File: src/rtl/mt_host_driver.sv
// mt_host_driver: drives a paged target through a clocked page/input load
// sequence and returns the sampled target output.
// Optional feature: define MT_HOST_DRIVER_PAGE_CACHE_EN to skip the page-load
// phase when the requested page matches the last page that was loaded.
module mt_host_driver #(
    parameter int unsigned DIV = 4
) (
    input  logic       clk,
    input  logic       rst_n,
    input  logic       req_valid,
    output logic       req_ready,
    input  logic [5:0] req_page,
    input  logic [5:0] req_in,
    output logic       rsp_valid,
    output logic [7:0] rsp_data,
    output logic [7:0] tgt_io_in,
    input  logic [7:0] tgt_io_out
);

    localparam int unsigned CW     = 8;
    localparam int unsigned SW     = 6;
    localparam logic [CW-1:0] RELOAD = CW'(DIV - 1);

    typedef enum logic [2:0] {
        IDLE,
        PAGE_LO,
        PAGE_HI,
        IN_LO,
        IN_HI,
        SETTLE,
        DONE
    } state_t;

    state_t          state;
    state_t          state_nx;
    logic [CW-1:0]   cnt;
    logic [CW-1:0]   cnt_nx;
    logic [SW-1:0]   page_q;
    logic [SW-1:0]   in_q;
    logic [SW-1:0]   page_sel;
    logic [SW-1:0]   in_sel;
    logic [7:0]      io_nx;
    logic            accept;
    logic            cnt_zero;
    logic            hit;

`ifdef MT_HOST_DRIVER_PAGE_CACHE_EN
    logic [SW-1:0]   last_page;
    logic            cache_valid;

    // Page-cache hit: same page already resident in the target
    assign hit = cache_valid && (req_page == last_page);
`else
    assign hit = 1'b0;
`endif

    // Handshake and selection of the values for the cycle after accept
    assign req_ready = (state == IDLE) && rst_n;
    assign accept    = req_valid && req_ready;
    assign cnt_zero  = (cnt == '0);
    assign page_sel  = accept ? req_page : page_q;
    assign in_sel    = accept ? req_in   : in_q;

    // Next-state, dwell counter and next pin value
    always_comb begin
        state_nx = state;
        cnt_nx   = cnt;
        io_nx    = tgt_io_in;

        unique case (state)
            IDLE: begin
                if (accept) begin
                    state_nx = hit ? IN_LO : PAGE_LO;
                    cnt_nx   = RELOAD;
                end
            end
            PAGE_LO, PAGE_HI, IN_LO, IN_HI: begin
                if (cnt_zero) begin
                    state_nx = state_t'(state + 3'd1);
                    cnt_nx   = RELOAD;
                end else begin
                    cnt_nx = cnt - CW'(1);
                end
            end
            SETTLE: begin
                if (cnt_zero) begin
                    state_nx = DONE;
                end else begin
                    cnt_nx = cnt - CW'(1);
                end
            end
            DONE: begin
                state_nx = IDLE;
            end
            default: begin
                state_nx = IDLE;
                cnt_nx   = '0;
            end
        endcase

        // Pin pattern is a function of the state about to be occupied
        unique case (state_nx)
            IDLE:    io_nx = {tgt_io_in[7:2], 2'b00};
            PAGE_LO: io_nx = {page_sel, 2'b10};
            PAGE_HI: io_nx = {page_sel, 2'b11};
            IN_LO:   io_nx = {in_sel, 2'b00};
            IN_HI:   io_nx = {in_sel, 2'b01};
            SETTLE:  io_nx = {in_sel, 2'b00};
            default: io_nx = tgt_io_in;
        endcase
    end

    // State, pins, response and request capture registers
    always_ff @(posedge clk) begin
        if (!rst_n) begin
            state     <= IDLE;
            cnt       <= '0;
            tgt_io_in <= 8'h00;
            rsp_valid <= 1'b0;
            rsp_data  <= 8'h00;
            page_q    <= '0;
            in_q      <= '0;
        end else begin
            state     <= state_nx;
            cnt       <= cnt_nx;
            tgt_io_in <= io_nx;
            rsp_valid <= (state_nx == DONE);
            if (state == SETTLE && cnt_zero) begin
                rsp_data <= tgt_io_out;
            end
            if (accept) begin
                page_q <= req_page;
                in_q   <= req_in;
            end
        end
    end

`ifdef MT_HOST_DRIVER_PAGE_CACHE_EN
    // Record the page once its load sequence completes
    always_ff @(posedge clk) begin
        if (!rst_n) begin
            last_page   <= '0;
            cache_valid <= 1'b0;
        end else if (state == PAGE_HI && cnt_zero) begin
            last_page   <= page_q;
            cache_valid <= 1'b1;
        end
    end
`endif

endmodule

File: config.mk
export PLATFORM = sky130hd
export DESIGN_NAME = mt_host_driver
export DESIGN_NICKNAME = d
export VERILOG_FILES = /design/src/rtl/mt_host_driver.sv
export SDC_FILE = /design/constraint.sdc
export NUM_CORES = 1
export LEC_CHECK = 0
export ABC_AREA = 1
export ABC_CLOCK_PERIOD_IN_PS = 4800
export CORE_MARGIN = 4
export CORE_UTILIZATION = 40
export DETAILED_ROUTE_END_ITERATION = 6
export SLEW_MARGIN = 20
export SYNTH_ARGS = -nofsm -noshare
export SYNTH_HDL_FRONTEND = slang
export SYNTH_SLANG_ARGS = --single-unit
File: constraint.sdc
create_clock -name clk -period 4.8 [get_ports clk]
set_clock_uncertainty 0.15 [all_clocks]
set_input_delay 0.48 -clock clk [delete_from_list [all_inputs] [get_ports clk]]
set_output_delay 0.48 -clock clk [all_outputs]
set_load 0.05 [all_outputs]
==> results of run 1 <==
## stage by stage
step / util [%] / setup WS [ps] / total power (W)
after floorplan: - / 2660 / 0.00126
after global placement: 51.6 / 1290 / 0.00146
after detailed placement: 51.6 / 1320 / 0.00147
after CTS: 53.7 / 1290 / 0.00172
after global routing: 53.7 / 1160 / 0.00188
final: 53.7 / 1330 / 0.00169
## layout by cell type, fill, tap and decap left out, drive strengths merged
master          n
a21oi           9
nand3          18
dfxtp          40
xor2            2
ha              7
a211oi          1
nand4           5
a41oi           1
xnor2           1
clkdlybuf4s50  40
inv            46
nor4            1
o21ai          27
clkbuf          6
o21bai          1
clkinvlp        2
nand2          44
nor3            3
nor2           61
mux2i           3
## power by group
part           leakage, nW  total, W  internal [W]  switching, W
Sequential           0.327  0.000461      0.000412     0.0000487
Combinational        0.855  0.000991      0.000343      0.000648
Clock               0.0434  0.000243      0.000116      0.000127
## registers in the layout (all words and copies together), names as in the netlist
signal / cells
cnt: 8
state: 3
rsp_valid: 1
tgt_io_in: 8
page_q: 6
rsp_data: 8
in_q: 6
## per-layer routing
layer	vias to the layer above	track usage (%)
li1	944	-
met1	761	18.6
met2	30	25.4
met3	8	3.63
met4	0	6.70
met5	-	0
## worst reg2reg max path, cell delays in order, from the launching register on
cell	delay, ps
dfxtp_1	410
inv_1	90
ha_1	200
inv_1	80
nor2_2	60
nand3_2	310
nand3_1	200
nor2_4	180
nand3_2	150
nor2_2	220
nor2_8	70
o21ai_0	160
nor2_1	60
## worst min-delay path by stage
| stage | from | end | slack (ps) | cells after the start |
|---|---|---|---|---|
| finish | tgt_io_in[1] | tgt_io_in[1] | 330 | 2 |
| global route | tgt_io_in[1] | tgt_io_in[1] | 370 | 2 |
| CTS | tgt_io_in[1] | tgt_io_in[1] | 330 | 2 |
| detailed placement | tgt_io_in[1] | tgt_io_in[1] | 310 | 2 |
| global placement | tgt_io_in[1] | tgt_io_in[1] | 310 | 2 |
| floorplan | cnt[2] | cnt[2] | 310 | 1 |
## kinds of logic after synthesis
| kind of cell | after synthesis | synth area share [%] |
|---|---|---|
| adder cells (fa/ha/maj) | 7 | 4.33 |
| AND/OR/NAND/NOR | 132 | 32.6 |
| XOR/XNOR | 3 | 1.30 |
| AO/OA/AOI/OAI | 39 | 10.8 |
| buffers and inverters | 51 | 9.84 |
| multiplexers | 3 | 1.49 |
| flip-flops | 40 | 39.6 |
## cell type report
| cell class | instances | area [sq um] | area share, % |
|---|---|---|---|
| Multi-Input combinational cell | 184 | 1020 | 39.5 |
| Tap cell | 67 | 83.8 | 3.24 |
| Timing Repair Buffer | 40 | 400 | 15.5 |
| Clock buffer | 6 | 82.6 | 3.19 |
| Sequential cell | 40 | 801 | 31.0 |
| Clock inverter | 2 | 15.0 | 0.581 |
| Inverter | 46 | 180 | 6.97 |
==> metrics.yaml, run 1 <==
gp_congestion: 0.756
ys_ff_latch: 40
row_count: 25
met2_length_microns: 1930
crit_path_end: "req_ready"
antenna_found_initial: 0
hold_class: "reg -> reg"
status: "finished, final reports clean"
synth_enable_flop_cells: 0
setup-tns-final_ps: 0
hold_buffers: 0
avgViaCountPerCell: 4.53
htree_num_levels: 2
die_x_microns: 79.1
end_kind: "output pin"
critPathLaunchType: "primary input"
postCtsSetupRepairBufs: 0
drc_errors: 0
cts-resized-gates: 0
critPathKind: "in -> out"
hold_viol: 0
dp.final_hpwl_microns: 3220
nNetsFinal: 347
drt_iter0_drc: 56
fillerInstances: 522
highest_layer: "met4"
cp_cell_sequence: "clkdlybuf4s50_1 > inv_1 > nor2_1 > clkdlybuf4s50_1"
p_per_area_nw_per_um2: 656
grt_max_degree: 24
yosys.area.top_type_share_pct: 39.6
numPortBuffers: 40
cts_buffer_depth: 2
numCtsBuffers: 5
n_antenna_cell: 0
clk_pin_slew_worst_paths_ps: 80
required_ps: 4170
drv_slew: 0
synth_most_common_cell: "nor2_1"
track_usage_pct: 15.3
yosys-top-cells-area: "dfxtp_1 40%, nor2_1 9.8%, inv_1 7.6%"
r2r_setup_slack_ps: 2370
ir_drop_v: 0.000273
grt_overflow: 0
clk_latency_ps: 300
start_util_pct: 42.0
avgSynthCellArea_sq_um: 7.35
period_minus_slack_ps: 3470
fp.dieH_microns: 79.1
ant_nets: 0
fin_crit_sh_pct: 72.4
whs_ps: 327
reg2reg_depth: 12
syn_inst: 275
r2r_start: "state[0]"
path_buf_inv: 3
maxSlewHeadroom_pct: 51.4
async_flop_share_pct: 0
setup_violations: 0
wirelength_microns: 4270
place_area_sq_um: 2490
cp_top_family: "buffers and inverters"
slowest_delay_ps: 830
area_delta_synth_final_pct: 27.8
vias: 1743
synthFlopType: "dfxtp_1"
yosysSeqAreaShare_pct: 39.6
coreArea_sq_um: 4820
drive_gt1_share_pct: 11.6
fmax_mhz: 288
wl_met3_microns: 167
dp.cells: 377
yosysWarnings: 0
synth_commonest_cells: "53 x nor2_1, 41 x inv_1, 40 x dfxtp_1"
synth_area_sq_um: 2020
grt_pass1_vias: 1745
io_pins: 41
max_slew.worst_pin.slew_ps: 728
stdcell_count: 385
synth_top_area_cell: "dfxtp_1"
clock_sinks: 40
r2r_end: "tgt_io_in[2]"
slowest_stage: "clkdlybuf4s50_1"
max_cap_viol_count: 0
leakage_nw: 1.23
drtPass1Iterations: 4
wire_per_inst_microns: 11.1
cp.depth: 4
rsz0062_at_grt: "no"
crit_start: "rst_n"
worst_path_most_repeated_cell: "clkdlybuf4s50_1"
arrival_ps: 2840
clockRootBuffer: "clkbuf_8"
crit_fanout: 23
die_area_sq_um: 6260
syn-num-nets: 305
drt-met1-wl_microns: 2090
grt_pass1_wl_microns: 7520
ys_types: 29
cts_tree: "yes"
fin_area_sq_um: 2580
No activity file was read; power rests on OpenSTA's default activity.
==> run 2: changes to the inputs <==
ABC_CLOCK_PERIOD_IN_PS = 3500   (was 4800)
clock period = 3.5 ns   (was 4.8 ns; I/O delays follow)
==> run 2 against run 1 <==
Register-to-register slack worse by 1300 ps. Design area down 0.15%. Hold slack improved by 4.1 ps. Wire length shrank 1.9%. Core utilization down 0.078 points. First-iteration DRC count grew 48%. Count of clock-buffer cells in the layout is 1 lower. Combinational power is 37% higher.
==> metrics.yaml, run 2 (synthesis gave the netlist of run 1 again) <==
clk_pin_slew_worst_paths_ps: 80  # about the same
gp_congestion: 0.794  # was 0.756
coreArea_sq_um: 4820  # unchanged
final_cell_mix: "53 x nor2_1, 41 x inv_1, 40 x dfxtp_1"  # was 53 x nor2_1, 41 x inv_1, 40 x dfxtp_1, 40 x clkdlybuf4s50_1, 35 x nand2_1
antenna_found_initial: 0  # unchanged
start_util_pct: 42.0  # unchanged
area_delta_synth_final_pct: 27.7  # was 27.8%
required_ps: 3530  # was 4170 ps
n_antenna_cell: 0  # unchanged
mostFrequentLayoutCell: "nor2_1"  # unchanged
setup_violations: 0  # unchanged
worst_hold_path.num_cells: 2  # unchanged
drc_errors: 0  # unchanged
drt_iter0_drc: 83  # was 56
drv_slew: 0  # unchanged
cts_buffer_depth: 2  # unchanged
r2r_end: "tgt_io_in[5]"  # was tgt_io_in[2]
reg2reg_depth: 12  # unchanged
htree_num_levels: 2  # unchanged
max_cap_viol_count: 0  # unchanged
critPathKind: "reg -> reg"  # was in -> out
wire_per_inst_microns: 10.8  # was 11.1 microns
grt_overflow: 0  # unchanged
cts-resized-gates: 0  # unchanged
end_kind: "register"  # was output pin
hold_class: "reg -> reg"  # unchanged
clock_sinks: 40  # unchanged
leakage_nw: 1.23  # about the same
p_per_area_nw_per_um2: 882  # was 656 nW/um^2
status: "finished, final reports clean"  # unchanged
row_count: 25  # unchanged
drtPass1Iterations: 4  # unchanged
total_power_w: 0.00228  # was 0.00169 W
crit_fanout: 22  # was 23
drive_gt1_share_pct: 12.2  # was 11.6%
hold_end: "tgt_io_in[0]"  # was tgt_io_in[1]
die_x_microns: 79.1  # unchanged
reg.largest.list: "cnt (8), rsp_data (8), tgt_io_in (8)"  # unchanged
hold_buffers: 0  # unchanged
fmax_mhz: 412
fin_crit_sh_pct: 69.4
numCtsBuffers: 5  # unchanged
dp.final_hpwl_microns: 3290  # was 3220 microns
vias: 1762  # was 1743
min-delay-start: "tgt_io_in[0]"  # was tgt_io_in[1]
maxSlewHeadroom_pct: 66.2  # was 51.4%
wirelength_microns: 4190  # was 4270 microns
clk_latency_ps: 280  # was 300 ps
critPathLaunchType: "register"  # was primary input
ir_drop_v: 0.000414  # was 0.000273 V
hold_viol: 0  # unchanged
max_slew.worst_pin.slew_ps: 505  # was 728 ps
fin_util_pct: 53.6  # was 53.7%
track_usage_pct: 14.8  # was 15.3%
numPortBuffers: 40  # unchanged
fp.dieH_microns: 79.1  # unchanged
grt_pass1_wl_microns: 7590  # was 7520 microns
rsz0062_at_grt: "no"  # unchanged
r2r_setup_slack_ps: 1070  # was 2370 ps
ant_nets: 0  # unchanged
cts_tree: "yes"  # unchanged
die_area_sq_um: 6260  # unchanged
avgViaCountPerCell: 4.56  # was 4.53
nNetsFinal: 349  # was 347
clockRootBuffer: "clkbuf_8"  # unchanged
r2r_start: "state[0]"  # unchanged
grt_max_degree: 23  # was 24
postCtsSetupRepairBufs: 0  # unchanged
period_minus_slack_ps: 2430
setup-tns-final_ps: 0  # unchanged
arrival_ps: 2450  # was 2840 ps
io_pins: 41  # unchanged
grt_pass1_vias: 1695  # was 1745
==> run 2: per-stage QoR <==
stage               setup WS [ps]  hold slack (ps)  instance area (sq um)  instances
floorplan                    1360              307                   2020        275
global placement             1150              318                   2500        379
detailed placement           1080              306                   2500        379
CTS                          1090              325                   2580        386
global route                  835              341                   2580        386
finish                       1070              331                   2580        386
==> run 2: power breakdown <==
group          internal (W)  switching (W)  total (W)
logic              0.000469       0.000887    0.00136
clock network      0.000135       0.000153   0.000288
registers          0.000565      0.0000665   0.000632
total               0.00117        0.00111    0.00228
==> run 2: worst max-delay path, stage by stage (launching register included) <==
cell and delay [ps]:
dfxtp_1 410, inv_1 90, ha_1 190, inv_1 80, nor2_2 60, nand3_2 320
nand3_1 190, nor2_4 170, nand3_2 150, nor2_2 220, nor2_8 70, o21ai_0 170
nor2_1 60
==> run 2: cell type report <==
class                   instances  area (sq um)
well taps                      67          83.8
inverters                      46           180
repair buffers                 42           413
fillers                       510          2240
clock inverters                 2          12.5
flip-flops and latches         40           801
clock buffers                   5          68.8
multi-input cells             184          1020
==> run 2: worst max-delay path by stage <==
| stage | cells after the start | end | slack [ps] | from |
|---|---|---|---|---|
| after floorplan | 14 | tgt_io_in[2] | 1360 | cnt[0] |
| after global placement | 9 | tgt_io_in[5] | 1150 | req_valid |
| after detailed placement | 9 | tgt_io_in[5] | 1080 | req_valid |
| after CTS | 12 | tgt_io_in[5] | 1090 | state[0] |
| after global routing | 12 | tgt_io_in[4] | 830 | state[0] |
| final | 12 | tgt_io_in[5] | 1070 | state[0] |
==> run 2: layer usage <==
metal,vias to the layer above,part of all wire [%],global-route usage (%)
li1,951,-,-
met1,770,50,19.4
met2,37,44,24.4
met3,4,4.9,3.85
met4,0,0.86,3.61
met5,-,0,0
==> run 3: changes to the inputs <==
ABC_CLOCK_PERIOD_IN_PS = 2100   (was 3500)
PLACE_DENSITY = 0.67   (was unset)
clock period = 2.1 ns   (was 3.5 ns; I/O delays follow)
==> run 3 against run 2 <==
The run now ends with negative setup slack left. Largest power group unchanged. Hold slack better by 8.3 ps. Non-clock buffer count grew 21. Largest cell class unchanged. Critical path depth up 2. Via count grew 7.2%. Global-route usage rose by 1.3 points. Combinational power is 150% higher. Cell count grew 6.0%. Critical path type unchanged.
==> metrics.yaml, run 3 (synthesis gave the netlist of run 1 again) <==
layout_setup_ws_ps: -39.7  # was 1070 ps
clk_latency_ps: 290  # was 280 ps
ir_drop_v: 0.000682  # was 0.000414 V
fin_crit_sh_pct: 102  # was 69.4%
drv_slew: 0  # unchanged
critPathLaunchType: "register"  # unchanged
worst_hold_path.num_cells: 2  # unchanged
r2r_start: "cnt[1]"  # was state[0]
nNetsFinal: 371  # was 349
grt_overflow: 0  # unchanged
slowest_delay_ps: 330  # was 410 ps
critPathKind: "reg -> reg"  # unchanged
clock_sinks: 40  # unchanged
sw_frac_of_total_pct: 46.0  # was 48.6%
fillerInstances: 454  # was 510
numPortBuffers: 40  # unchanged
hold_viol: 0  # unchanged
track_usage_pct: 16.2  # was 14.8%
min-delay-start: "tgt_io_in[0]"  # unchanged
leakage_nw: 1.41  # was 1.23 nW
drive_gt1_share_pct: 26.9  # was 12.2%
grt_max_degree: 23  # unchanged
slowest_stage: "dfxtp_2"  # was dfxtp_1
drc_errors: 0  # unchanged
cts_tree: "yes"  # unchanged
hold_buffers: 0  # unchanged
p_comb_share_pct: 65.2  # was 59.6%
reg2reg_depth: 14  # was 12
reg.largest.list: "cnt (8), rsp_data (8), tgt_io_in (8)"  # unchanged
gp_congestion: 0.833  # was 0.794
crit_fanout: 5  # was 22
drtPass1Iterations: 4  # unchanged
die_area_sq_um: 6260  # unchanged
p_seq_share_pct: 21.3  # was 27.8%
maxSlewHeadroom_pct: 65.1  # was 66.2%
p_int_w: 0.00277  # was 0.00117 W
arrival_ps: 2180  # was 2450 ps
rsz0062_at_grt: "yes"  # was no
fin_util_pct: 62.1  # was 53.6%
n_antenna_cell: 0  # unchanged
dp.final_hpwl_microns: 3450  # was 3290 microns
regArea_sq_um: 813  # was 801 sq um
grt_pass1_wl_microns: 8100  # was 7590 microns
p_per_area_nw_per_um2: 1710  # was 882 nW/um^2
htree_num_levels: 2  # unchanged
numCtsBuffers: 5  # unchanged
coreArea_sq_um: 4820  # unchanged
grt_pass1_vias: 1895  # was 1695
p_clk_share_pct: 13.5  # was 12.6%
setup_violations: 2  # was 0
area_delta_synth_final_pct: 48.0  # was 27.7%
fmax_mhz: 467  # was 412 MHz
multiInputGateArea_sq_um: 1200  # was 1020 sq um
final_cell_mix: "48 x nor2_1, 39 x clkdlybuf4s50_1, 36 x inv_1"  # was 53 x nor2_1, 41 x inv_1, 40 x dfxtp_1
period_minus_slack_ps: 2140  # was 2430 ps
fp.dieH_microns: 79.1  # unchanged
io_pins: 41  # unchanged
mostFrequentLayoutCell: "nor2_1"  # unchanged
worst_path_most_repeated_cell: "nor2_4"
clockRootBuffer: "clkbuf_8"  # unchanged
drt_iter0_drc: 60  # was 83
total_power_w: 0.00513  # was 0.00228 W
start_util_pct: 42.0  # unchanged
row_count: 25  # unchanged
violations: "negative setup slack"
wire_per_inst_microns: 12.3  # was 10.8 microns
die_x_microns: 79.1  # unchanged
p_sw_w: 0.00236  # was 0.00111 W
end_kind: "register"  # unchanged
cts_buffer_depth: 2  # unchanged
hold_class: "reg -> reg"  # unchanged
antenna_found_initial: 0  # unchanged
status: "finished with violations"  # was finished, final reports clean
required_ps: 2140  # was 3530 ps
ant_nets: 0  # unchanged
wirelength_microns: 5020  # was 4190 microns
avgViaCountPerCell: 4.62  # was 4.56
max_cap_viol_count: 0  # unchanged
vias: 1889  # was 1762
max_slew.worst_pin.slew_ps: 522  # was 505 ps
cp_cell_sequence: "inv_2 > ha_4 > nand2_4 > nor2_8 > inv_4 > ha_4 > nand3_2 > nand3_2 > nor2_4 > nand3_4 > nor2_4 > nor2_4 > o21ai_1 > nor2_1"  # was inv_1 > ha_1 > inv_1 > nor2_2 > nand3_2 > nand3_1 > nor2_4 > nand3_2 > nor2_2 > nor2_8 > o21ai_0 > nor2_1
clk_pin_slew_worst_paths_ps: 80  # about the same
crit_start: "cnt[1]"  # was state[0]
[run 3: cell types whose count changed in the layout (fill, tap and decap cells not counted), sizes merged]
cell,previous run,this run
buf,3,24
bufinv,0,1
clkbuf,5,7
clkinv,1,0
clkinvlp,1,0
nor2,61,62
[run 3: final cells by class]
type	count	share of cell area (%)
Multi-Input combinational cell	185	40.1
Sequential cell	40	27.2
Timing Repair Buffer	63	19.5
Inverter	46	6.19
Clock buffer	7	3.22
Tap cell	67	2.80
Clock inverter	1	1.00
[run 3: critical path, delay by kind of cell, from the launching register on]
family | cells | cell delay, ps
simple gates | 9 | 1010
buf+inv | 2 | 130
compound gates | 1 | 130
fa+ha+maj | 2 | 290
flops | 1 | 330
[run 3: worst paths after layout]
check	slack [ps]	endpoint
worst max register to register	-40	tgt_io_in[2]
worst min-delay path	340	tgt_io_in[0]
worst max-delay path	-40	tgt_io_in[2]
worst min register to register	340	tgt_io_in[0]
[run 3: routing by layer]
| layer | track usage [%] | vias to the layer above | wire [microns] |
|---|---|---|---|
| met5 | 0 | - | 0 |
| met4 | 5.67 | 0 | 78 |
| met3 | 5.33 | 8 | 323 |
| met2 | 26.7 | 46 | 2390 |
| met1 | 19.7 | 835 | 2230 |
| li1 | - | 1000 | - |
[run 3: repair_timing]
item / in CTS / in global routing
endpoints found under the setup margin: 8 / 10
pin swaps: 5 / 22
gates resized for setup: 15 / 41
gates cloned: 0 / 1
setup buffers: 1 / 4
[run 3: through the flow]
| stage | setup TNS, ps | std cells | hold slack (ps) | instance area (sq um) | worst slack, ps |
|---|---|---|---|---|---|
| after floorplan | 0 | 275 | 195 | 2030 | 15.7 |
| after global placement | -89.9 | 395 | 319 | 2650 | -21.1 |
| after detailed placement | -364 | 395 | 319 | 2650 | -115 |
| after CTS | 0 | 404 | 331 | 2830 | 0.318 |
| after global routing | -726 | 409 | 349 | 2990 | -149 |
| final | -48.4 | 409 | 339 | 2990 | -39.7 |
[run 3: power by group through the flow]
| stage | Combinational, W | Sequential, W | Clock [W] |
|---|---|---|---|
| CTS | 0.00281 | 0.00105 | 0.000711 |
| global placement | 0.00257 | 0.00106 | 0 |
| floorplan | 0.00173 | 0.00121 | 0 |
| detailed placement | 0.00262 | 0.00106 | 0 |
| global route | 0.00365 | 0.00111 | 0.000744 |
| finish | 0.00334 | 0.00109 | 0.000693 |
